## config.mk

```make
export PLATFORM = sky130hd
export DESIGN_NAME = instr_prefetch_unit
export DESIGN_NICKNAME = d
export VERILOG_FILES = /design/src/rtl/instr_prefetch_unit.sv
export SDC_FILE = /design/constraint.sdc
export NUM_CORES = 1
export LEC_CHECK = 0
export BUFFER_PORTS_ARGS = -buffer_cell sky130_fd_sc_hd__buf_2
export CAP_MARGIN = 40
export CELL_PAD_IN_SITES_DETAIL_PLACEMENT = 1
export CELL_PAD_IN_SITES_GLOBAL_PLACEMENT = 2
export CORE_ASPECT_RATIO = 1.2
export CORE_MARGIN = 2
export CORE_UTILIZATION = 32
export DETAILED_ROUTE_END_ITERATION = 12
export PLACE_DENSITY = 0.73
export SLEW_MARGIN = 20
export SYNTH_ARGS = -nofsm -noshare
export SYNTH_HDL_FRONTEND = slang
export SYNTH_SLANG_ARGS = --single-unit
```

## constraint.sdc

```tcl
create_clock -name clk -period 6.8 [get_ports clk]
set_input_delay 1.36 -clock clk [delete_from_list [all_inputs] [get_ports clk]]
set_output_delay 1.36 -clock clk [all_outputs]
set_load 0.005 [all_outputs]
```

## src/rtl/instr_prefetch_unit.sv

```systemverilog
// Instruction prefetch: reads hi/lo bytes from program memory and queues assembled 16-bit
// instructions in a FIFO. Defining PREFETCH_STATS_EN adds a saturating redirect counter (flush_count).
module instr_prefetch_unit #(
  parameter int unsigned DEPTH           = 4,
  parameter int unsigned MAX_OUTSTANDING = 2
) (
  input  logic        clk,
  input  logic        reset,
  input  logic        redirect_valid,
  input  logic [7:0]  redirect_pc,
  output logic        mem_req,
  output logic [8:0]  mem_addr,
  input  logic        mem_gnt,
  input  logic        mem_rvalid,
  input  logic [7:0]  mem_rdata,
  output logic        instr_valid,
  output logic [15:0] instr_data,
  output logic [7:0]  instr_pc,
  input  logic        instr_ready
`ifdef PREFETCH_STATS_EN
  ,
  output logic [7:0]  flush_count
`endif
);

  localparam int unsigned AW = $clog2(DEPTH);
  localparam int unsigned CW = AW + 1;
  localparam int unsigned SW = CW + 1;
  localparam int unsigned OW = 2;

  logic [8:0]    fetch_addr;
  logic [7:0]    hi_byte;
  logic          resp_lo;
  logic [7:0]    resp_pc;
  logic [OW-1:0] outstanding;
  logic [OW-1:0] discard_cnt;
  logic [CW-1:0] reserved;
  logic [CW-1:0] count;
  logic [AW-1:0] wr_ptr;
  logic [AW-1:0] rd_ptr;
  logic [15:0]   fifo_data [DEPTH];
  logic [7:0]    fifo_pc   [DEPTH];

  logic issue_lo, room, grant, take, push, pop;

  // Even byte addresses are always hi bytes, so the issue phase is the address LSB.
  always_comb begin
    issue_lo = fetch_addr[0];
    room     = (SW'(count) + SW'(reserved)) < SW'(DEPTH);
    mem_req  = !reset && !redirect_valid && (outstanding < OW'(MAX_OUTSTANDING)) && (issue_lo || room);
    grant    = mem_req && mem_gnt;
    take     = mem_rvalid && !redirect_valid && (discard_cnt == '0);
    push     = take && resp_lo;
    pop      = instr_valid && instr_ready && !redirect_valid;
  end

  assign mem_addr    = fetch_addr;
  assign instr_valid = (count != '0);
  assign instr_data  = instr_valid ? fifo_data[rd_ptr] : 16'h0000;
  assign instr_pc    = instr_valid ? fifo_pc[rd_ptr] : 8'h00;

  // Control state; a redirect flushes everything and marks in-flight reads for discard.
  always_ff @(posedge clk or posedge reset) begin
    if (reset) begin
      fetch_addr  <= '0;
      hi_byte     <= '0;
      resp_lo     <= 1'b0;
      resp_pc     <= '0;
      outstanding <= '0;
      discard_cnt <= '0;
      reserved    <= '0;
      count       <= '0;
      wr_ptr      <= '0;
      rd_ptr      <= '0;
    end else if (redirect_valid) begin
      fetch_addr  <= {redirect_pc, 1'b0};
      resp_lo     <= 1'b0;
      resp_pc     <= redirect_pc;
      outstanding <= outstanding - OW'(mem_rvalid);
      discard_cnt <= outstanding - OW'(mem_rvalid);
      reserved    <= '0;
      count       <= '0;
      wr_ptr      <= '0;
      rd_ptr      <= '0;
    end else begin
      if (grant) fetch_addr <= fetch_addr + 9'd1;
      outstanding <= outstanding + OW'(grant) - OW'(mem_rvalid);
      if (mem_rvalid && (discard_cnt != '0)) discard_cnt <= discard_cnt - OW'(1);
      if (take && !resp_lo) hi_byte <= mem_rdata;
      if (take) resp_lo <= !resp_lo;
      if (push) begin
        resp_pc <= resp_pc + 8'd1;
        wr_ptr  <= wr_ptr + AW'(1);
      end
      if (pop) rd_ptr <= rd_ptr + AW'(1);
      reserved <= reserved + CW'(grant && !issue_lo) - CW'(push);
      count    <= count + CW'(push) - CW'(pop);
    end
  end

  // Storage needs no reset: the read side is masked to zero while empty.
  always_ff @(posedge clk) begin
    if (push) begin
      fifo_data[wr_ptr] <= {hi_byte, mem_rdata};
      fifo_pc[wr_ptr]   <= resp_pc;
    end
  end

`ifdef PREFETCH_STATS_EN
  always_ff @(posedge clk or posedge reset) begin
    if (reset) flush_count <= '0;
    else if (redirect_valid && (flush_count != 8'hFF)) flush_count <= flush_count + 8'd1;
  end
`endif

endmodule

```

==> results of run 1 <==
==> cell usage in the layout, fill, tap and decap left out, drive strengths merged, types with 9 or more instances in the layout <==
| cell | synthesis | layout |
|---|---|---|
| ha | 16 | 16 |
| inv | 14 | 15 |
| edfxtp | 96 | 96 |
| clkbuf | 7 | 19 |
| dfrtp | 40 | 40 |
| mux2 | 17 | 17 |
| nand2 | 12 | 12 |
| nor2 | 17 | 17 |
| buf | 9 | 65 |
| nand3 | 9 | 9 |
| and2 | 28 | 28 |
| xnor2 | 15 | 15 |
| mux4 | 24 | 24 |
==> layout make-up <==
cell class,instances,share of cell area (%)
clock inverter,13,2.52
multi-input combinational,201,26.5
tap,224,3.97
clock buffer,19,6.13
timing repair buffer,65,5.16
sequential,136,55.0
inverter,14,0.744
==> registers in the layout, summed over array words and instances, names as in the netlist <==
name,cells
rd_ptr,2
resp_lo,1
outstanding,2
hi_byte,8
mem_addr,9
count,3
resp_pc,8
discard_cnt,2
fifo_pc,32
reserved,3
fifo_data,64
wr_ptr,2
==> per-layer routing <==
metal  vias to the layer above  part of all wire, %  global-route usage (%)
met5                         -                    0                       0
met4                         0                  1.9                    5.65
met3                        23                  3.7                    3.13
met2                        72                   50                    21.7
met1                      1660                   45                    16.2
li1                       1504                    -                       -
==> cell families after synthesis <==
kind of cell               Yosys count  synth area share, %
and+or+nand+nor                    100                 9.71
xor gates and xnor gates            23                 3.43
adders and majority gates           18                 4.09
DFF                                136                 66.1
buffers and inverters               30                 2.07
muxes                               41                 12.5
AOI/OAI and AO/OA                   19                 2.13
==> how the worst max path moves through the flow <==
stage | end | depth (start not counted)
final | instr_pc[1] | 4
after detailed placement | mem_req | 3
after CTS | mem_req | 3
after floorplan | mem_req | 3
after global routing | instr_data[8] | 4
after global placement | mem_req | 3
==> per-stage QoR <==
step / util [%] / hold WS, ns / instance area, sq um
4_1_cts: 38.9 / 0.515 / 7040
3_3_place_gp: 35.4 / 0.486 / 6420
2_1_floorplan: - / 0.472 / 5870
3_5_place_dp: 35.5 / 0.511 / 6430
6_report: 39.0 / 0.510 / 7060
5_1_grt: 39.0 / 0.545 / 7060
==> report_power, final <==
part / internal (W) / switching, W / total [W] / leakage [nW]
Sequential: 0.000980 / 0.0000694 / 0.00105 / 1.36
Clock: 0.000611 / 0.000343 / 0.000954 / 0.300
Combinational: 0.000219 / 0.000197 / 0.000416 / 1.01
==> Implementation_results.wiki, run 1 <==
{| class="wikitable"
! Metric !! Value
|-
| Hold buffer count at cts || 0
|-
| Register-to-register path setup slack || ~4.0 ns
|-
| Layout Cells excl Fill || 672
|-
| Worst r2r path cells || 10
|-
| DPL Wire Length || 7.26 mm
|-
| Crit path buffers/inverters || 2
|-
| Kind of path behind the tightest hold check || reg2reg
|-
| Chip Height || ~150 um
|-
| DRT iter0 DRCs || 246
|-
| Top achievable clock speed || about 290 MHz
|-
| I/O pin cnt || 57
|-
| Total leakage power || 2.67 nW
|-
| Initial core utilization || 32.4%
|-
| Number of filler cells placed in the layout || 1875
|-
| Netlist Area Pre-Place || about 5900 sq um
|-
| Cells taking the most area after synthesis || sky130_fd_sc_hd__edfxtp_1, sky130_fd_sc_hd__dfrtp_1, sky130_fd_sc_hd__mux4_2, sky130_fd_sc_hd__ha_1, sky130_fd_sc_hd__mux2_2
|-
| Startpoint of the worst hold path || hi_byte[3]$_DFFE_PP0P_
|-
| Most frequent cell after synthesis || sky130_fd_sc_hd__edfxtp_1
|-
| Port buffer count || 56
|-
| Cells on Worst Hold Path || 0
|-
| Number of global-route vias before repair || 3574
|-
| Number of setup buffers added after CTS || 0
|-
| Slew Limit Headroom || between 40% and 50%
|-
| Share of cells above drive strength 1 || 31.3%
|-
| Share of the clock period used by the worst path after layout || 50.6%
|-
| Core area || 18100 sq um
|-
| Crit Reg-Reg Endpoint || outstanding[1]$_DFF_PP0_
|-
| Final-layout setup total negative slack || 0 ns
|-
| Die Outline Area || 19500 sq um
|-
| Maximum number of pins on one net before global-route repair || between 40 and 50
|-
| Biggest area consumer among synthesized cells || sky130_fd_sc_hd__edfxtp_1
|-
| Ordered cell list for the critical path || buf_4, mux4_2, and2_1, buf_2
|-
| Top-area cell type share of the netlist area || around 49%
|-
| FF+latch area || 3880 sq um
|-
| DIE WIDTH || 128 um
|-
| Number of endpoints failing setup at the final stage || 0
|-
| R2r startpoint || reserved[2]$_DFF_PP0_
|-
| DRC errors left || 0
|-
| Final worst slack || between 3 and 4 ns
|-
| Detailed-routing iteration count for the pre-antenna-repair pass || 4
|-
| Number of antenna violations at the first check in global routing || 0
|-
| Setup crit start kind || flop
|-
| Net count after synthesis || ~410
|-
| Buffer cell driving the clock tree root || sky130_fd_sc_hd__clkbuf_16
|-
| Global route total overflow || 0
|-
| Row cnt || 54
|-
| Synth top cells by count || sky130_fd_sc_hd__edfxtp_1, sky130_fd_sc_hd__dfrtp_1, sky130_fd_sc_hd__and2_1, sky130_fd_sc_hd__mux4_2
|-
| Count of H-tree levels built during CTS || 4
|-
| Bufs on Longest Clock Path || 2
|-
| Timing startpoint of the critical path || rd_ptr[0]$_DFFE_PP0P_
|-
| Worst IR drop on VDD || between 0.15 and 0.2 mV
|-
| Final hold violations || 0
|-
| Multi-input logic area || 1870 sq um
|-
| Worst Path Class, Setup || reg2out
|-
| Count of nets left with antenna violations after detail routing || 0
|-
| FF+latch count, synth || 136
|-
| Mean Syn Cell Area || 16.0 sq um
|-
| Endpoint with the worst hold slack || fifo_data[1][11]$_DFFE_PP_
|-
| Clock tree from TritonCTS || yes
|-
| Final routed wirelength across all metal layers || 11.7 mm
|-
| Fraction of synthesis flops using an asynchronous set or reset pin || 29.4%
|-
| Critical Path Slowest Stage Cell || sky130_fd_sc_hd__mux4_2
|-
| Global-route wire length before repair || approximately 19 mm
|-
| Inserted Diodes || 0
|-
| Post-placement setup slack || roughly 3.1 ns
|-
| TritonCTS sink count || between 100 and 150
|-
| Post-Place Cells || ~640
|-
| Routed via count divided by cell count || 4.85
|-
| Top_reg_cell synth || sky130_fd_sc_hd__edfxtp_1
|-
| Fin crit period || 3.44 ns
|-
| Setup clock skew after layout || about 0.0078 ns
|-
| Arrival @ worst endpoint || 2.08 ns
|-
| Global placement routability congestion || 0.753
|-
| Cts repair resizes || 0
|-
| Max-capacitance violation count || 0
|-
| Insertion delay of the later-clocked pin in the worst-skew pair || 0.42 ns
|-
| Capturing element type of the critical path || output pin
|-
| Total power || roughly 0.0024 W
|-
| Power per cell area || between 300 and 400 nW/um^2
|-
| Maximum cell stage delay along the critical path || 0.56 ns
|-
| Area growth, synth to finish || 20.2%
|-
| Gr usage total || 13.1%
|-
| Result of the run || completed
|-
| RSZ-0062 raised after global routing || false
|-
| Wire per inst || between 15 and 20 um
|-
| Final slew viol count || 0
|-
| Kind of cell adding the most delay to the critical path || buffers and inverters
|-
| Peak fanout along the critical path || 26
|-
| Ys Warns || 0
|-
| Pin slew with the least headroom to its limit || around 0.8 ns
|-
| Count of mapped cells out of synthesis || 367
|-
| Number of nets in the layout || between 400 and 500
|-
| Number of distinct library cells after synthesis || 40
|-
| Clock Pin Slew Worst Setup and Hold Paths || 0.06 ns
|-
| Number of CTS-inserted buffers || 17
|-
| Number of synthesized flops with an enable pin || 96
|-
| Sequential-to-total area share from yosys stat || 66.1%
|-
| Overall via count from detail_route || 3259
|-
| WP data required || 5.44 ns
|}
(Power assumes the default switching activity.)
==> run 2, diff against run 1 <==
Clock period 6.8 ns to 3.32 ns, I/O delays scaled along.
==> Implementation_results.wiki, run 2 (synthesis results as in run 1) <==
{| class="wikitable"
! Metric !! Value
|-
| Result of the run || completed
|-
| Share of the clock period used by the worst path after layout || 86.3%
|-
| I/O pin cnt || 57
|-
| Final worst slack || ~0.46 ns
|-
| Number of antenna violations at the first check in global routing || 0
|-
| Number of setup buffers added after CTS || 0
|-
| Global placement routability congestion || 0.766
|-
| Busiest metal layer after global routing || met2
|-
| Met2 track demand over resource || about 22%
|-
| Detailed-routing iteration count for the pre-antenna-repair pass || 4
|-
| DRT iter0 DRCs || 205
|-
| Total power || 0.00493 W
|-
| WP data required || approximately 2.7 ns
|-
| Most common library cell in the layout ignoring fill and taps || sky130_fd_sc_hd__edfxtp_1
|-
| Post-Place Cells || 642
|-
| Share of cells above drive strength 1 || 31.6%
|-
| Final routed wirelength across all metal layers || 12.2 mm
|-
| Power per cell area || 699 nW/um^2
|-
| Die Outline Area || 19500 sq um
|-
| Row cnt || 54
|-
| Hold Slack || between 0.4 and 0.5 ns
|-
| Layout Cells excl Fill || 674
|-
| Top achievable clock speed || 349 MHz
|-
| Port buffer count || 56
|-
| Count of nets left with antenna violations after detail routing || 0
|-
| Final slew viol count || 0
|-
| Kind of path behind the tightest hold check || in2async
|-
| Number of nets in the layout || 477
|-
| Overall via count from detail_route || 3282
|-
| Maximum cell stage delay along the critical path || 0.63 ns
|-
| Gr usage total || 13.5%
|-
| Chip Height || approximately 150 um
|-
| Core area || 18100 sq um
|-
| Final hold violations || 0
|-
| Initial core utilization || 32.4%
|-
| Peak fanout along the critical path || 20
|-
| Fin crit period || 2.86 ns
|-
| GRT met3 Usage || around 3.3%
|-
| FF+latch area || 3880 sq um
|-
| Hold buffer count at cts || 0
|-
| RSZ-0062 raised after global routing || false
|-
| Ordered cell list for the critical path || buf_12, mux4_2, and2_1, buf_2
|-
| Worst r2r path cells || 10
|-
| Setup crit start kind || flop
|-
| Setup clock skew after layout || ~0.011 ns
|-
| DRC errors left || 0
|-
| DIE WIDTH || 128 um
|-
| Count of H-tree levels built during CTS || 4
|-
| Routed via count divided by cell count || 4.87
|-
| TritonCTS sink count || ~140
|-
| Cts repair resizes || 0
|-
| Worst Path Class, Setup || reg2out
|-
| R2r startpoint || count[2]$_DFF_PP0_
|-
| Clock tree from TritonCTS || yes
|-
| Post-placement setup slack || 0.407 ns
|-
| Total leakage power || between 2 and 3 nW
|-
| DPL Wire Length || 7.64 mm
|-
| Number of endpoints failing setup at the final stage || 0
|-
| Critical Path Slowest Stage Cell || sky130_fd_sc_hd__dfrtp_1
|-
| Max reg flops || 64
|-
| Number of filler cells placed in the layout || 1875
|-
| Arrival @ worst endpoint || 2.20 ns
|-
| Number of CTS-inserted buffers || 17
|-
| Pin slew with the least headroom to its limit || ~0.63 ns
|-
| Worst IR drop on VDD || 0.348 mV
|-
| Maximum number of pins on one net before global-route repair || 41
|-
| Inserted Diodes || 0
|-
| Met1 global-route usage || 16.8%
|-
| Insertion delay of the later-clocked pin in the worst-skew pair || 0.42 ns
|-
| Global-route wire length before repair || roughly 20 mm
|-
| Max-capacitance violation count || 0
|-
| Global route total overflow || 0
|-
| Clock Pin Slew Worst Setup and Hold Paths || 0.06 ns
|-
| Buffer cell driving the clock tree root || sky130_fd_sc_hd__clkbuf_16
|-
| Final-layout setup total negative slack || 0 ns
|-
| Slew Limit Headroom || 57.7%
|-
| Area growth, synth to finish || 20.2%
|-
| Most frequent cells in the layout || sky130_fd_sc_hd__edfxtp_1, sky130_fd_sc_hd__buf_2, sky130_fd_sc_hd__dfrtp_1
|-
| Timing startpoint of the critical path || rd_ptr[0]$_DFFE_PP0P_
|-
| Reg with most FFs || fifo_data
|-
| Number of global-route vias before repair || 3732
|-
| Capturing element type of the critical path || output pin
|-
| Wire per inst || ~18 um
|-
| Multi-input logic area || 1870 sq um
|-
| Bufs on Longest Clock Path || 2
|}
## run 2: cell types whose count changed in the layout (fill, tap and decap cells not counted)
cell and change:
sky130_fd_sc_hd__clkbuf_8 +1, sky130_fd_sc_hd__buf_6 -1, sky130_fd_sc_hd__clkinvlp_4 +3, sky130_fd_sc_hd__clkinv_2 -2, sky130_fd_sc_hd__clkinv_4 -1, sky130_fd_sc_hd__bufinv_16 -1
sky130_fd_sc_hd__buf_4 +3
## run 2: critical path: cells and delay by family (launching register included)
family	cells	cell delay, ns
buffers and inverters	2	0.41
DFF	1	0.63
muxes	1	0.55
and+or+nand+nor	1	0.19
## run 2: final timing paths
check	endpoint	slack [ns]
min	outstanding[1]$_DFF_PP0_	0.44
min in group clk	fifo_data[2][0]$_DFFE_PP_	0.48
min reg2reg	fifo_data[3][12]$_DFFE_PP_	0.51
max reg2reg	outstanding[1]$_DFF_PP0_	0.48
max	instr_pc[1]	0.46
max in group asynchronous	wr_ptr[0]$_DFFE_PP0P_	2.49
## run 2: power by group
part / total [W] / switching (W) / internal, W
logic: 0.000854 / 0.000398 / 0.000456
clock network: 0.00191 / 0.000710 / 0.00120
registers: 0.00217 / 0.000164 / 0.00201
total: 0.00493 / 0.00127 / 0.00366
## run 2: final cells by class
class / count / share of cell area, %
clock inverters: 12 / 2.14
well taps: 224 / 3.97
repair buffers: 67 / 5.32
inverters: 14 / 0.744
clock buffers: 20 / 6.33
flip-flops and latches: 136 / 55.0
multi-input cells: 201 / 26.5
## run 2: per-stage QoR
stage               area, sq um  util [%]
floorplan                  5870         -
global placement           6460      35.7
detailed placement         6460      35.7
CTS                        7060      39.0
global route               7060      39.0
finish                     7060      39.0
## run 2: metal layers
metal  part of all wire [%]  up-vias
met4                    1.9        0
met2                     50       67
li1                       -     1505
met1                     45     1689
met3                    3.7       21
met5                      0        -
